==> src/rtl/mrv1_rf_wb_arb.sv <==
// Register file write-port controller: round-robin writeback arbitration plus thread zeroing sweeps.
// Define MRV1_RF_INIT_CLEAR_EN to zero every thread's registers after each reset release.
module mrv1_rf_wb_arb #(
    parameter int DATA_WIDTH_P    = 32,
    parameter int NUM_TW_P        = 8,
    parameter int rf_addr_width_p = 5,
    parameter int NUM_REQ_P       = 3,
    localparam int twid_width_lp  = $clog2(NUM_TW_P)
) (
    input  logic                                 clk_i,
    input  logic                                 rst_i,
    input  logic [NUM_REQ_P-1:0]                 req_valid_i,
    output logic [NUM_REQ_P-1:0]                 req_ready_o,
    input  logic [NUM_REQ_P*twid_width_lp-1:0]   req_twid_i,
    input  logic [NUM_REQ_P*rf_addr_width_p-1:0] req_addr_i,
    input  logic [NUM_REQ_P*DATA_WIDTH_P-1:0]    req_data_i,
    input  logic                                 clr_valid_i,
    input  logic [twid_width_lp-1:0]             clr_twid_i,
    output logic                                 clr_ready_o,
    output logic                                 busy_o,
    output logic [twid_width_lp-1:0]             rd_twid_o,
    output logic                                 rd_w_en_o,
    output logic [rf_addr_width_p-1:0]           rd_addr_o,
    output logic [DATA_WIDTH_P-1:0]              rd_data_o
);

    localparam int ptr_width_lp = $clog2(NUM_REQ_P);

    typedef enum logic [1:0] {
        RUN        = 2'd0,
        THR_CLEAR  = 2'd1
`ifdef MRV1_RF_INIT_CLEAR_EN
        ,INIT_CLEAR = 2'd2
`endif
    } state_e;

`ifdef MRV1_RF_INIT_CLEAR_EN
    localparam state_e reset_state_lp = INIT_CLEAR;
    logic [twid_width_lp+rf_addr_width_p-1:0] init_cnt_q;
`else
    localparam state_e reset_state_lp = RUN;
`endif

    state_e                        state_q, state_d;
    logic [rf_addr_width_p-1:0]    thr_cnt_q;
    logic [twid_width_lp-1:0]      clr_twid_q;
    logic [ptr_width_lp-1:0]       last_grant_q;
    logic [ptr_width_lp-1:0]       grant_idx;
    logic                          grant_vld;
    int unsigned                   cand;
    logic                          run_active, arb_en, wb_hs, clr_hs;
    logic [twid_width_lp-1:0]      sel_twid;
    logic [rf_addr_width_p-1:0]    sel_addr;
    logic [DATA_WIDTH_P-1:0]       sel_data;
    logic                          rd_w_en_d;
    logic [twid_width_lp-1:0]      rd_twid_d;
    logic [rf_addr_width_p-1:0]    rd_addr_d;
    logic [DATA_WIDTH_P-1:0]       rd_data_d;

    // Search starts one past the last accepted requester, wrapping at NUM_REQ_P.
    always_comb begin
        grant_vld = 1'b0;
        grant_idx = '0;
        cand      = 0;
        for (int unsigned k = 1; k <= NUM_REQ_P; k++) begin
            cand = 32'(last_grant_q) + k;
            if (cand >= NUM_REQ_P) cand = cand - NUM_REQ_P;
            if (!grant_vld && req_valid_i[cand[ptr_width_lp-1:0]]) begin
                grant_vld = 1'b1;
                grant_idx = cand[ptr_width_lp-1:0];
            end
        end
    end

    // Readies are held low while reset is asserted, whatever state it forces.
    assign run_active  = rst_i && (state_q == RUN);
    assign arb_en      = run_active && !clr_valid_i;
    assign wb_hs       = arb_en && grant_vld;
    assign clr_hs      = run_active && clr_valid_i;
    assign clr_ready_o = run_active;
    assign busy_o      = (state_q != RUN);
    assign req_ready_o = wb_hs ? (NUM_REQ_P'(1) << grant_idx) : '0;

    assign sel_twid = req_twid_i[grant_idx*twid_width_lp +: twid_width_lp];
    assign sel_addr = req_addr_i[grant_idx*rf_addr_width_p +: rf_addr_width_p];
    assign sel_data = req_data_i[grant_idx*DATA_WIDTH_P +: DATA_WIDTH_P];

    always_ff @(posedge clk_i or negedge rst_i) begin
        if (!rst_i) begin
            state_q      <= reset_state_lp;
            thr_cnt_q    <= '0;
            clr_twid_q   <= '0;
            last_grant_q <= ptr_width_lp'(NUM_REQ_P - 1);
            rd_w_en_o    <= 1'b0;
            rd_twid_o    <= '0;
            rd_addr_o    <= '0;
            rd_data_o    <= '0;
`ifdef MRV1_RF_INIT_CLEAR_EN
            init_cnt_q   <= '0;
`endif
        end else begin
            state_q   <= state_d;
            rd_w_en_o <= rd_w_en_d;
            rd_twid_o <= rd_twid_d;
            rd_addr_o <= rd_addr_d;
            rd_data_o <= rd_data_d;
            thr_cnt_q <= (state_q == THR_CLEAR) ? thr_cnt_q + 1'b1 : '0;
            if (wb_hs) last_grant_q <= grant_idx;
            if (clr_hs) clr_twid_q <= clr_twid_i;
`ifdef MRV1_RF_INIT_CLEAR_EN
            init_cnt_q <= (state_q == INIT_CLEAR) ? init_cnt_q + 1'b1 : '0;
`endif
        end
    end

    always_comb begin
        state_d = state_q;
        case (state_q)
            RUN:       if (clr_valid_i) state_d = THR_CLEAR;
            THR_CLEAR: if (thr_cnt_q == '1) state_d = RUN;
`ifdef MRV1_RF_INIT_CLEAR_EN
            INIT_CLEAR: if (init_cnt_q == '1) state_d = RUN;
`endif
            default:   state_d = RUN;
        endcase
    end

    // Next values of the registered write port; fields hold when no write is issued.
    always_comb begin
        rd_w_en_d = 1'b0;
        rd_twid_d = rd_twid_o;
        rd_addr_d = rd_addr_o;
        rd_data_d = rd_data_o;
        case (state_q)
            RUN: begin
                if (wb_hs) begin
                    rd_w_en_d = (sel_addr != '0);
                    rd_twid_d = sel_twid;
                    rd_addr_d = sel_addr;
                    rd_data_d = sel_data;
                end
            end
            THR_CLEAR: begin
                rd_w_en_d = 1'b1;
                rd_twid_d = clr_twid_q;
                rd_addr_d = thr_cnt_q;
                rd_data_d = '0;
            end
`ifdef MRV1_RF_INIT_CLEAR_EN
            INIT_CLEAR: begin
                rd_w_en_d              = 1'b1;
                {rd_twid_d, rd_addr_d} = init_cnt_q;
                rd_data_d              = '0;
            end
`endif
            default: ;
        endcase
    end

endmodule

==> config.mk <==
export PLATFORM = sky130hd
export DESIGN_NAME = mrv1_rf_wb_arb
export DESIGN_NICKNAME = d
export VERILOG_FILES = /design/src/rtl/mrv1_rf_wb_arb.sv
export SDC_FILE = /design/constraint.sdc
export NUM_CORES = 1
export LEC_CHECK = 0
export CORE_MARGIN = 2
export CORE_UTILIZATION = 36
export DETAILED_ROUTE_END_ITERATION = 8
export GPL_TIMING_DRIVEN = 0
export PLACE_DENSITY = 0.75
export SKIP_CTS_REPAIR_TIMING = 1
export SLEW_MARGIN = 30
export SYNTH_ARGS = -nofsm -noshare
export SYNTH_HDL_FRONTEND = slang
export SYNTH_SLANG_ARGS = --single-unit
==> constraint.sdc <==
create_clock -name clk_i -period 2.49 [get_ports clk_i]
set_clock_uncertainty 0.05 [all_clocks]
set_input_delay 0.249 -clock clk_i [delete_from_list [all_inputs] [get_ports clk_i]]
set_output_delay 0.249 -clock clk_i [all_outputs]
set_load 0.02 [all_outputs]
-- Word-level counts from Yosys, hierarchy flattened
Index checks and enable logic that the tools add are counted.
- $lt $le $gt $ge: 6
- reduce and logical (&&, ||, !) cells: 15
- add/sub/neg operators: 7
- shift-type cells: 4
- multipliers: 2
- equality and inequality tests: 5
- multiplexer cells: 28
- operator list (cell ; count):
    $shiftx 96x8->32 ; 1
    $pmux 32 s2 ; 1
    $mux 32 ; 1
    $mux 2 ; 8
    $shiftx 15x6->5 ; 1
    $mux 5 ; 2
    $pmux 5 s2 ; 1
    $ge 3x2->1 const B ; 3
    $lt 2x3->1 const B ; 3
    $shiftx 9x5->3 ; 1
    $mux 1 ; 7
    $add 2x2->3 const B ; 2
    $bmux 1 s2 ; 3
    $logic_and 1x1->1 ; 6
    $mux 3 ; 2
    $pmux 3 s2 ; 1
    $sub 2x2->2 const B ; 3
    $add 5x1->5 const B ; 1
    $eq 5x5->1 const B ; 1
    $mul 2x3->5 const B ; 1
    $reduce_bool 5->1 ; 1
    $mul 2x2->4 const B ; 1
    $ne 2x2->1 const B ; 2
    $pmux 2 s2 ; 1
    9 further kinds ; 13
- input port bits: 129
- logic and storage cells: 75
- register bits after elaboration: 53

-- Depth between registers and ports, before layout
- depth in word-level cells: 17
- gate-level depth with buffers: 12

-- Worst setup path before layout
No wires, ideal clock.
- kind: reg2out
- start: register last_grant_q[1]
- end: output port req_ready_o[0]
- arrival: 2.557 ns
- path buffers: 3
- slack: -0.366 ns
- required time: 2.191 ns
- cell stages (with the launch flop): 11
- cells stage by stage: dfstp_2 > inv_1 > ha_1 > buf_2 > inv_2 > o21ai_2 > a311o_1 > o221ai_1 > buf_2 > buf_2 > nor3b_1
- word-level cells in the longest chain between the ends: 14
- elaborated cells on any way between the ends: 31
- RTL lines (what ; RTL line ; text):
    from (decl) ; 47 ; logic [ptr_width_lp-1:0] last_grant_q;
    from (signal assigned) ; 93 ; last_grant_q <= ptr_width_lp'(NUM_REQ_P - 1);
    from (signal assigned) ; 108 ; if (wb_hs) last_grant_q <= grant_idx;
    $add 2x1->3 ; 66 ; cand = 32'(last_grant_q) + k;
    $ge 3x2->1 / $sub 2x2->2 (equally long branches) ; 67 ; if (cand >= NUM_REQ_P) cand = cand - NUM_REQ_P;
    $mux 2 ; 67 ;
    $bmux 1 s2 ; 68 ; if (!grant_vld && req_valid_i[cand[ptr_width_lp-1:0]]) begin
    $mux 1 (not written as such) ; 68 ;
    $mux 1 ; 68 ;
    $logic_not 1->1 ; 68 ;
    $logic_and 1x1->1 ; 68 ;
    $mux 1 ; 68 ;
    $logic_not 1->1 ; 68 ;
    $logic_and 1x1->1 ; 68 ;
    $mux 2 / $mux 1 (equally long branches) ; 68 ;
    $shl 1x2->3 / $logic_and 1x1->1 (equally long branches) ; 82, 78 ;
    $mux 3 * ; 82 ; assign req_ready_o = wb_hs ? (NUM_REQ_P'(1) << grant_idx) : '0;
    to (decl) ; 13 ; output logic [NUM_REQ_P-1:0] req_ready_o,
Every way passes the cells marked *; elsewhere a longest branch is shown, timed or not. The select of a mux whose other input is x is not followed.

-- Final worst setup path
- start: register last_grant_q[0]
- end: output port req_ready_o[1]
The elaborated chain is that of the path after synthesis.

==> out/metrics.csv <==
metric;value;unit
clkPwrFrac;7.4;%
synth-seq-cells;52;
synthFlopType;dfrtp_1;
switching_share;43.21;%
drc_errors;0;
synth_cells;323;
antenna_left;0;
grt_max_degree;39;
overflow;0;
end_kind;output port;
async_flop_share;100.0;%
slew_violations;0;
setup_viol;46;
fillers;695;
die_w;98.38;microns
drive_above_1_share;25.00;%
viasPerCell;5.318;
cts_tree;yes;
die-height;98.38;microns
grt_usage;21.52;%
r2r_setup_slack;-0.41;ns
synth.distinct_cells;41;
core_area;8678;sq um
clock_path_buffers;2;
die-area;9679;sq um
dp_hpwl;8.345;mm
root_buffer;clkbuf_8;
start_kind;flop;
rows;34;
finish.utilization;68.74;%
r2r_end;rd_addr_o[0];
cts_inserted_buffers;5;
pwr-share-seq;16.5;%
yosys_warnings;0;
hold-worst-slack;0.3843;ns
clkTransAtPathRegs;0.11;ns
nNetsFinal;674;
p_leak;2.541;nW
routedWlPerCell;18.00;microns
cts.sinks;52;
vias;3446;
initial_core_util;36.95;%
setup_slack;-0.5341;ns
cp.required;2.19;ns
tightestPinTransition;0.6516;ns
clk_latency;0.31;ns
post-route-period-util;121.4;%
p_int;4.000;mW
totalWireLength;11.67;mm
p_per_area;1181;nW/um^2
synth_area;3207;sq um
grt_antenna_before_repair;0;
antenna_cells;0;
period_minus_slack;3.024;ns
r2r_start;last_grant_q[1];
reg2reg_depth;11;
synth.avg_cell_area;9.928;sq um
critical_path_class;flop to output port;
place_congestion;0.8473;
clock.fmax;330.7;MHz
violations;negative setup slack;
switchingPower;3.044;mW
vdd_drop_max;0.7842;mV
worstHoldPathType;primary input to asynchronous set/reset pin;
maxSlewHeadroom;56.41;%
synth_edf_count;0;
hold_viol;0;
area_growth;86.03;%
synth_nets;458;
run_status;finished, violations left;
grt_first_pass_wirelength;16.85;mm
maxCapViolCount;0;
grt_pass1_vias;3334;
drt-pass1-iter-count;4;
power_frac_comb;76.1;%
crit_fanout;7;
h-tree-depth;2;
portBuffers;174;
seq_area_frac_synth;40.62;%
grt_setup_unrepaired;yes;
drtIter0Drc;97;
ioPinCount;175;
cp.arrival;2.73;ns
p_total;7.044;mW
==> worst max-delay path: stages (launching register included) <==
cell and delay (ns):
dfrtp_2 0.49, inv_4 0.12, ha_4 0.18, mux2i_4 0.29, o21ai_4 0.11, a311o_1 0.36
o311ai_2 0.35, buf_4 0.22, buf_8 0.11, a21oi_4 0.03, buf_6 0.14
==> power groups by stage <==
stage	registers [mW]	clock network, mW	logic [mW]
detailed placement	1.17	0	3.74
finish	1.16	0.518	5.36
global placement	1.16	0	3.64
global route	1.19	0.576	5.69
floorplan	1.25	0	2.57
CTS	1.16	0.529	3.75
==> stage by stage <==
stage	setup WS [ns]	setup TNS, ns	area [sq um]	instances
after floorplan	-0.08930	-0.5742	3273	323
after global placement	-2.200	-98.56	5150	605
after detailed placement	-0.9951	-18.65	5167	606
after CTS	-1.350	-20.91	5264	614
after global routing	-0.6116	-19.33	5966	648
final	-0.5341	-15.44	5966	648
==> state kept, by name (all words and copies together), names as in the netlist <==
name / count
last_grant_q: 2
rd_addr_o: 5
rd_twid_o: 3
thr_cnt_q: 5
state_q: 1
clr_twid_q: 3
rd_data_o: 32
rd_w_en_o: 1
==> area by class of cell <==
| class | instances | area [sq um] | share of cell area, % |
|---|---|---|---|
| Timing Repair Buffer | 209 | 2106 | 35.30 |
| Multi-Input combinational cell | 236 | 2004 | 33.60 |
| Sequential cell | 52 | 1304 | 21.85 |
| Buffer | 29 | 287.8 | 4.824 |
| Tap cell | 108 | 135.1 | 2.265 |
| Clock buffer | 5 | 68.82 | 1.154 |
| Inverter | 6 | 32.53 | 0.5453 |
| Clock inverter | 3 | 27.53 | 0.4614 |
==> layout by cell type (no fill, tap or decap), drive strengths merged, types with 3 or more instances in the layout <==
master,netlist,layout
inv,6,7
nand3,3,3
a31o,33,33
mux2i,41,41
and3,7,7
mux2,5,5
o221ai,3,3
ha,6,6
clkbuf,7,15
a21oi,8,8
dfrtp,51,51
buf,22,56
clkdlybuf4s50,0,170
nand2,14,14
a211o,6,6
a211oi,37,37
and2,3,3
nor2,49,49
==> routing by layer <==
| metal | global-route usage [%] | wire (microns) | vias up |
|---|---|---|---|
| met4 | 4.004 | 87 | 0 |
| met3 | 4.080 | 648 | 8 |
| met5 | 0 | 0 | - |
| li1 | - | - | 1635 |
| met1 | 26.48 | 4788 | 1671 |
| met2 | 39.40 | 6141 | 132 |
==> logic make-up after synthesis <==
family	count (synthesis)	synth area share [%]
XOR/XNOR	2	0.5463
flip-flops	52	40.62
AO/OA/AOI/OAI	98	24.58
buffers and inverters	35	5.775
adder cells (fa/ha/maj)	6	2.341
multiplexers	46	14.55
AND/OR/NAND/NOR	84	11.59
==> cells in the mapped netlist (all sizes together) (3+ instances only) <==
| master | number | area [sq um] |
|---|---|---|
| a31o | 33 | 289.0 |
| and2 | 3 | 18.77 |
| o221ai | 3 | 26.28 |
| nand2 | 14 | 52.55 |
| a211oi | 37 | 277.8 |
| ha | 6 | 75.07 |
| buf | 22 | 136.4 |
| mux2i | 41 | 410.4 |
| dfrtp | 51 | 1276 |
| clkbuf | 7 | 26.28 |
| nand3 | 3 | 15.01 |
| nor2 | 49 | 183.9 |
| a21oi | 8 | 40.04 |
| a211o | 6 | 52.55 |
| mux2 | 5 | 56.30 |
| and3 | 7 | 43.79 |
| inv | 6 | 22.52 |
==> worst max-delay path by stage <==
stage / start / endpoint / slack [ns]
detailed placement: last_grant_q[0] / req_ready_o[0] / -1.0
global route: last_grant_q[0] / req_ready_o[2] / -0.61
floorplan: last_grant_q[0] / req_ready_o[0] / -0.09
finish: last_grant_q[0] / req_ready_o[1] / -0.53
CTS: last_grant_q[0] / req_ready_o[0] / -1.35
global placement: rst_i / req_ready_o[2] / -2.20
Note: power is estimated with default switching activity, not from simulation.
==> RTL edit 1, RTL diff (same flow settings) <==
Take the reset off `rd_addr_o` and `rd_data_o` and load them in a clocked block of their own.
--- a/src/rtl/mrv1_rf_wb_arb.sv
+++ b/src/rtl/mrv1_rf_wb_arb.sv
@@ -94,6 +94,4 @@
             rd_w_en_o    <= 1'b0;
             rd_twid_o    <= '0;
-            rd_addr_o    <= '0;
-            rd_data_o    <= '0;
 `ifdef MRV1_RF_INIT_CLEAR_EN
             init_cnt_q   <= '0;
@@ -103,6 +101,4 @@
             rd_w_en_o <= rd_w_en_d;
             rd_twid_o <= rd_twid_d;
-            rd_addr_o <= rd_addr_d;
-            rd_data_o <= rd_data_d;
             thr_cnt_q <= (state_q == THR_CLEAR) ? thr_cnt_q + 1'b1 : '0;
             if (wb_hs) last_grant_q <= grant_idx;
@@ -112,4 +108,9 @@
 `endif
         end
+    end
+
+    always_ff @(posedge clk_i) begin
+        rd_addr_o <= rd_addr_d;
+        rd_data_o <= rd_data_d;
     end
 
Behaviour: differs if rst_i is asserted again (counterexample within 4 cycles, from zero or initial values and one cycle with rst_i low); with rst_i held inactive, the same outputs for 10 cycles.
==> RTL edit 1 against the unedited design <==
- the flow still finishes with violations (setup timing)
- non-clock buffer count decreased by 10
- setup slack better by 0.10 ns
- design area fell by 0.73%
- routed wire length decreased by 3.0%
- worst hold slack improved by 0.059 ns
- via count decreased by 3.4%
- critical path depth up 2
- sequential power increased by 28%
- sequential cell count unchanged
- power increased by 21%
- area after synthesis down 0.98%
- critical path type unchanged
==> RTL edit 1: results (changes against the unedited design) <==
[power]
p_comb_uw = 6550  ; +22%
p_seq_share_pct = 17.4  ; +0.9 points
p_leak_uw = 0.00233  ; -8.5%
sw_frac_of_total_pct = 43.6  ; +0.40 points
ir_drop_mv = 0.985  ; +26%

[yosys]
synth-edff-count = 37  ; +37
ys_types = 49  ; +20%
ys.flop_type = edfxtp_1
synth_fp_nets = 454  ; -0.87%
yosys_warnings = 0  ; unchanged
synth.area.top_cells = edfxtp_1 35%, dfrtp_1 11%, nand2_1 9.2%
postSynth.asyncResetShare_pct = 28.8  ; -71 points
ys_seq_area_share_pct = 46.8  ; +6.2 points
synthCells = 319  ; -1.2%
ys_top_cells_by_count = 78 x nand2_1, 38 x nor2_1, 37 x edfxtp_1

[global_routing]
grt_use_total_pct = 20.8  ; -0.67 points
grt_max_degree = 38  ; -2.6%
grt_pass1_wl_um = 16100  ; -4.3%
met2_usage_pct = 38.6  ; -0.78 points
met3_usage_pct = 4.58  ; +0.50 points
grtUsageMet1_pct = 23.9  ; -2.6 points

[finish]
drive_gt1_share_pct = 23.7  ; -1.3 points
layout_top_registers = rd_data_o (32), rd_addr_o (5), thr_cnt_q (5)
nets = 666  ; -1.2%
n_antenna_cell = 0  ; unchanged

[worst_setup_path]
reg2reg_slack_ns = -0.40
startpoint = last_grant_q[1]$_DFFE_PN1P_
worstPathMaxFanout = 6  ; -1
cp_slowest_stage_delay_ns = 0.59  ; +0.10 ns
crit_family = flip-flops
cp.arrival_ns = 2.62  ; -0.11 ns
worstSetupEndpoint = req_ready_o[0]
regToRegEndpoint = rd_addr_o[4]$_DFFE_PP_
crit_slowest_cell = dfstp_2
reg2reg_depth = 11  ; unchanged

[route]
drt-initial-drc-count = 114  ; +18%
drt_first_pass_iters = 4  ; unchanged
vias_per_cell = 5.20  ; -2.2%
routed_wl_um = 11300  ; -3.0%
vias = 3329  ; -3.4%

[sta]
final.setup.worst_slack_ns = -0.431  ; +0.103 ns
slew_headroom_pct = 54.1  ; -2.3 points
setup-tns-final_ns = -18.94  ; -3.50 ns
setup_viol = 82  ; +78%

[hold_path]
hold_path_end = thr_cnt_q[0]$_DFF_PN0_
worstHoldPathType = reg2reg
whs_path_depth = 1

[cts]
insertion_delay_ns = 0.31  ; about the same
cts_buffers = 5  ; unchanged
cts-root-buf = clkbuf_8
clock_path_buffers = 2  ; unchanged

[status]
status = finished with violations
violations = setup timing

[placed_design]
placed_cells = 601  ; -0.83%
dp_hpwl_um = 7950  ; -4.7%
gp_congestion = 0.890  ; +5.1%
io_buffers = 174  ; unchanged

## RTL edit 1: cell count changes in the layout (fill, tap and decap cells not counted), moves of 17 or more
cell      before  now
a211oi_1      28    0
edfxtp_1       0   37
nand2_1       14   75
dfrtp_1       50   13
mux2i_1       27    0
a311oi_2       0   23
a31o_1        17    0
## RTL edit 1: metal layers
metal,wire (um),part of all wire [%],up-vias
met3,619,5.5,27
li1,-,-,1592
met5,0,0,-
met4,288,2.5,0
met1,4370,39,1580
met2,6030,53,130
## RTL edit 1: area by class of cell
type / instances / area, um2
Buffer: 23 / 241
Clock buffer: 5 / 68.8
Clock inverter: 3 / 20.0
Fill cell: 671 / 2710
Inverter: 11 / 47.5
Multi-Input combinational cell: 232 / 1800
Sequential cell: 52 / 1490
Tap cell: 108 / 135
Timing Repair Buffer: 205 / 2110
Timing Repair inverter: 1 / 7.51
## RTL edit 1: per-stage QoR
step,cell area (um2),utilization (%),hold slack (ns),setup slack (ns),total power [uW]
2_1_floorplan,3240,-,-0.0966,-0.294,4530
3_3_place_gp,5110,59.2,0.428,-0.977,5900
3_5_place_dp,5110,59.2,0.429,-1.04,6030
4_1_cts,5200,60.3,0.319,-1.39,6540
5_1_grt,5920,68.6,0.443,-0.520,9040
6_report,5920,68.6,0.443,-0.431,8530
## RTL edit 1: cells by family (layout without fill, tap and decap cells)
logic type | Yosys count | in the layout | share of synthesized area, %
compound gates | 68 | 68 | 19.7
xor+xnor | 2 | 2 | 0.552
fa+ha+maj | 6 | 6 | 2.36
buf+inv | 35 | 248 | 6.30
flops | 52 | 52 | 46.8
mux | 16 | 16 | 5.56
simple gates | 140 | 140 | 18.6
==> RTL edit 2, RTL diff (same settings) <==
Made on the original files. Build with the macro `MRV1_RF_INIT_CLEAR_EN` defined.
--- a/src/rtl/mrv1_rf_wb_arb.sv
+++ b/src/rtl/mrv1_rf_wb_arb.sv
@@ -1,4 +1,6 @@
 // Register file write-port controller: round-robin writeback arbitration plus thread zeroing sweeps.
 // Define MRV1_RF_INIT_CLEAR_EN to zero every thread's registers after each reset release.
+`define MRV1_RF_INIT_CLEAR_EN
+
 module mrv1_rf_wb_arb #(
     parameter int DATA_WIDTH_P    = 32,
Check against the original RTL: not equivalent (Yosys sat finds a counterexample within 4 cycles, from zero or initial values and one cycle with rst_i low).
==> RTL edit 2 against the unedited design <==
- the flow still finishes with violations (setup timing)
- routed wire length up 5.7%
- highest routed layer unchanged
- setup slack better by 0.15 ns
- critical path depth down 1
- area after synthesis up 16%
- design area up 4.8%
- power down 7.5%
- sequential cell count up 9
- critical endpoint is now req_ready_o[0]
- worst hold slack worse by 0.097 ns
- core utilization down 7.4 points
==> RTL edit 2: results (changes against the unedited design) <==
[status]
status = finished with violations
violations = setup timing

[route]
wl_per_cell_um = 17.0  ; -5.4%
drt-initial-drc-count = 159  ; +64%

[yosys]
synthCells = 378  ; +17%
synth_fp_nets = 519  ; +13%
synth.area.top_cells = dfrtp_1 40%, mux2i_1 9.4%, a22o_1 7.7%
ys_seq_area_share_pct = 40.9  ; +0.32 points
ys_top_cells_by_count = 59 x dfrtp_1, 48 x nand2_1, 44 x o21ai_1

[worst_setup_path]
crit_slowest_cell = dfstp_2
cp.arrival_ns = 2.57  ; -0.16 ns
worstPathMaxFanout = 10  ; +3
regToRegEndpoint = rd_addr_o[3]$_DFFE_PN0P_

[power]
clk-power_uw = 938  ; +81%
internal_power_uw = 3860  ; -3.4%
ir_drop_mv = 0.661  ; -16%
p_comb_uw = 4170  ; -22%
seq_power_uw = 1410  ; +22%

[global_routing]
grt_use_total_pct = 21.0  ; -0.54 points
grt_pass1_vias = 3719  ; +12%
grt_max_degree = 42  ; +7.7%
grt_pass1_wl_um = 18600  ; +10%

[sta]
setup-tns-final_ns = -10.55  ; +4.89 ns
final.setup.worst_slack_ns = -0.383  ; +0.151 ns
setup_viol = 44  ; -4.3%
whs_ns = 0.287  ; -0.0975 ns
slew_headroom_pct = 55.5  ; -0.93 points

[finish]
layout_top_registers = rd_data_o (32), init_cnt_q (8)
nets = 724  ; +7.4%
fillerInstances = 847  ; +22%
final_area_um2 = 6250  ; +4.8%
drive_gt1_share_pct = 18.0  ; -7.0 points

[cts]
path_clk_slew_ns = 0.07  ; -0.04 ns
cts_buffers = 9  ; +4
h-tree-depth = 3  ; +1
insertion_delay_ns = 0.34  ; +0.03 ns

[placed_design]
dp_hpwl_um = 9140  ; +9.5%
placed_cells = 689  ; +14%

## RTL edit 2: cell type report
type / count / area share (%)
Tap cell: 136 / 2.72
Sequential cell: 61 / 24.5
Inverter: 11 / 0.741
Clock inverter: 3 / 0.681
Timing Repair Buffer: 195 / 30.9
Multi-Input combinational cell: 280 / 34.4
Clock buffer: 13 / 2.70
Buffer: 25 / 3.40
## RTL edit 2: cells by family after synthesis
logic type / Yosys count / synth area share (%)
muxes: 51 / 14.8
adders and majority gates: 12 / 4.02
buffers and inverters: 37 / 5.36
AOI/OAI and AO/OA: 116 / 21.3
and+or+nand+nor: 95 / 12.2
DFF: 61 / 40.9
xor gates and xnor gates: 6 / 1.41
## RTL edit 2: layer usage
layer / vias to the layer above / global-route usage (%) / share of wire (%)
li1: 1782 / - / -
met1: 1816 / 24.6 / 41
met2: 154 / 38.1 / 52
met3: 18 / 4.70 / 6.1
met4: 0 / 6.20 / 1.4
met5: - / 0 / 0
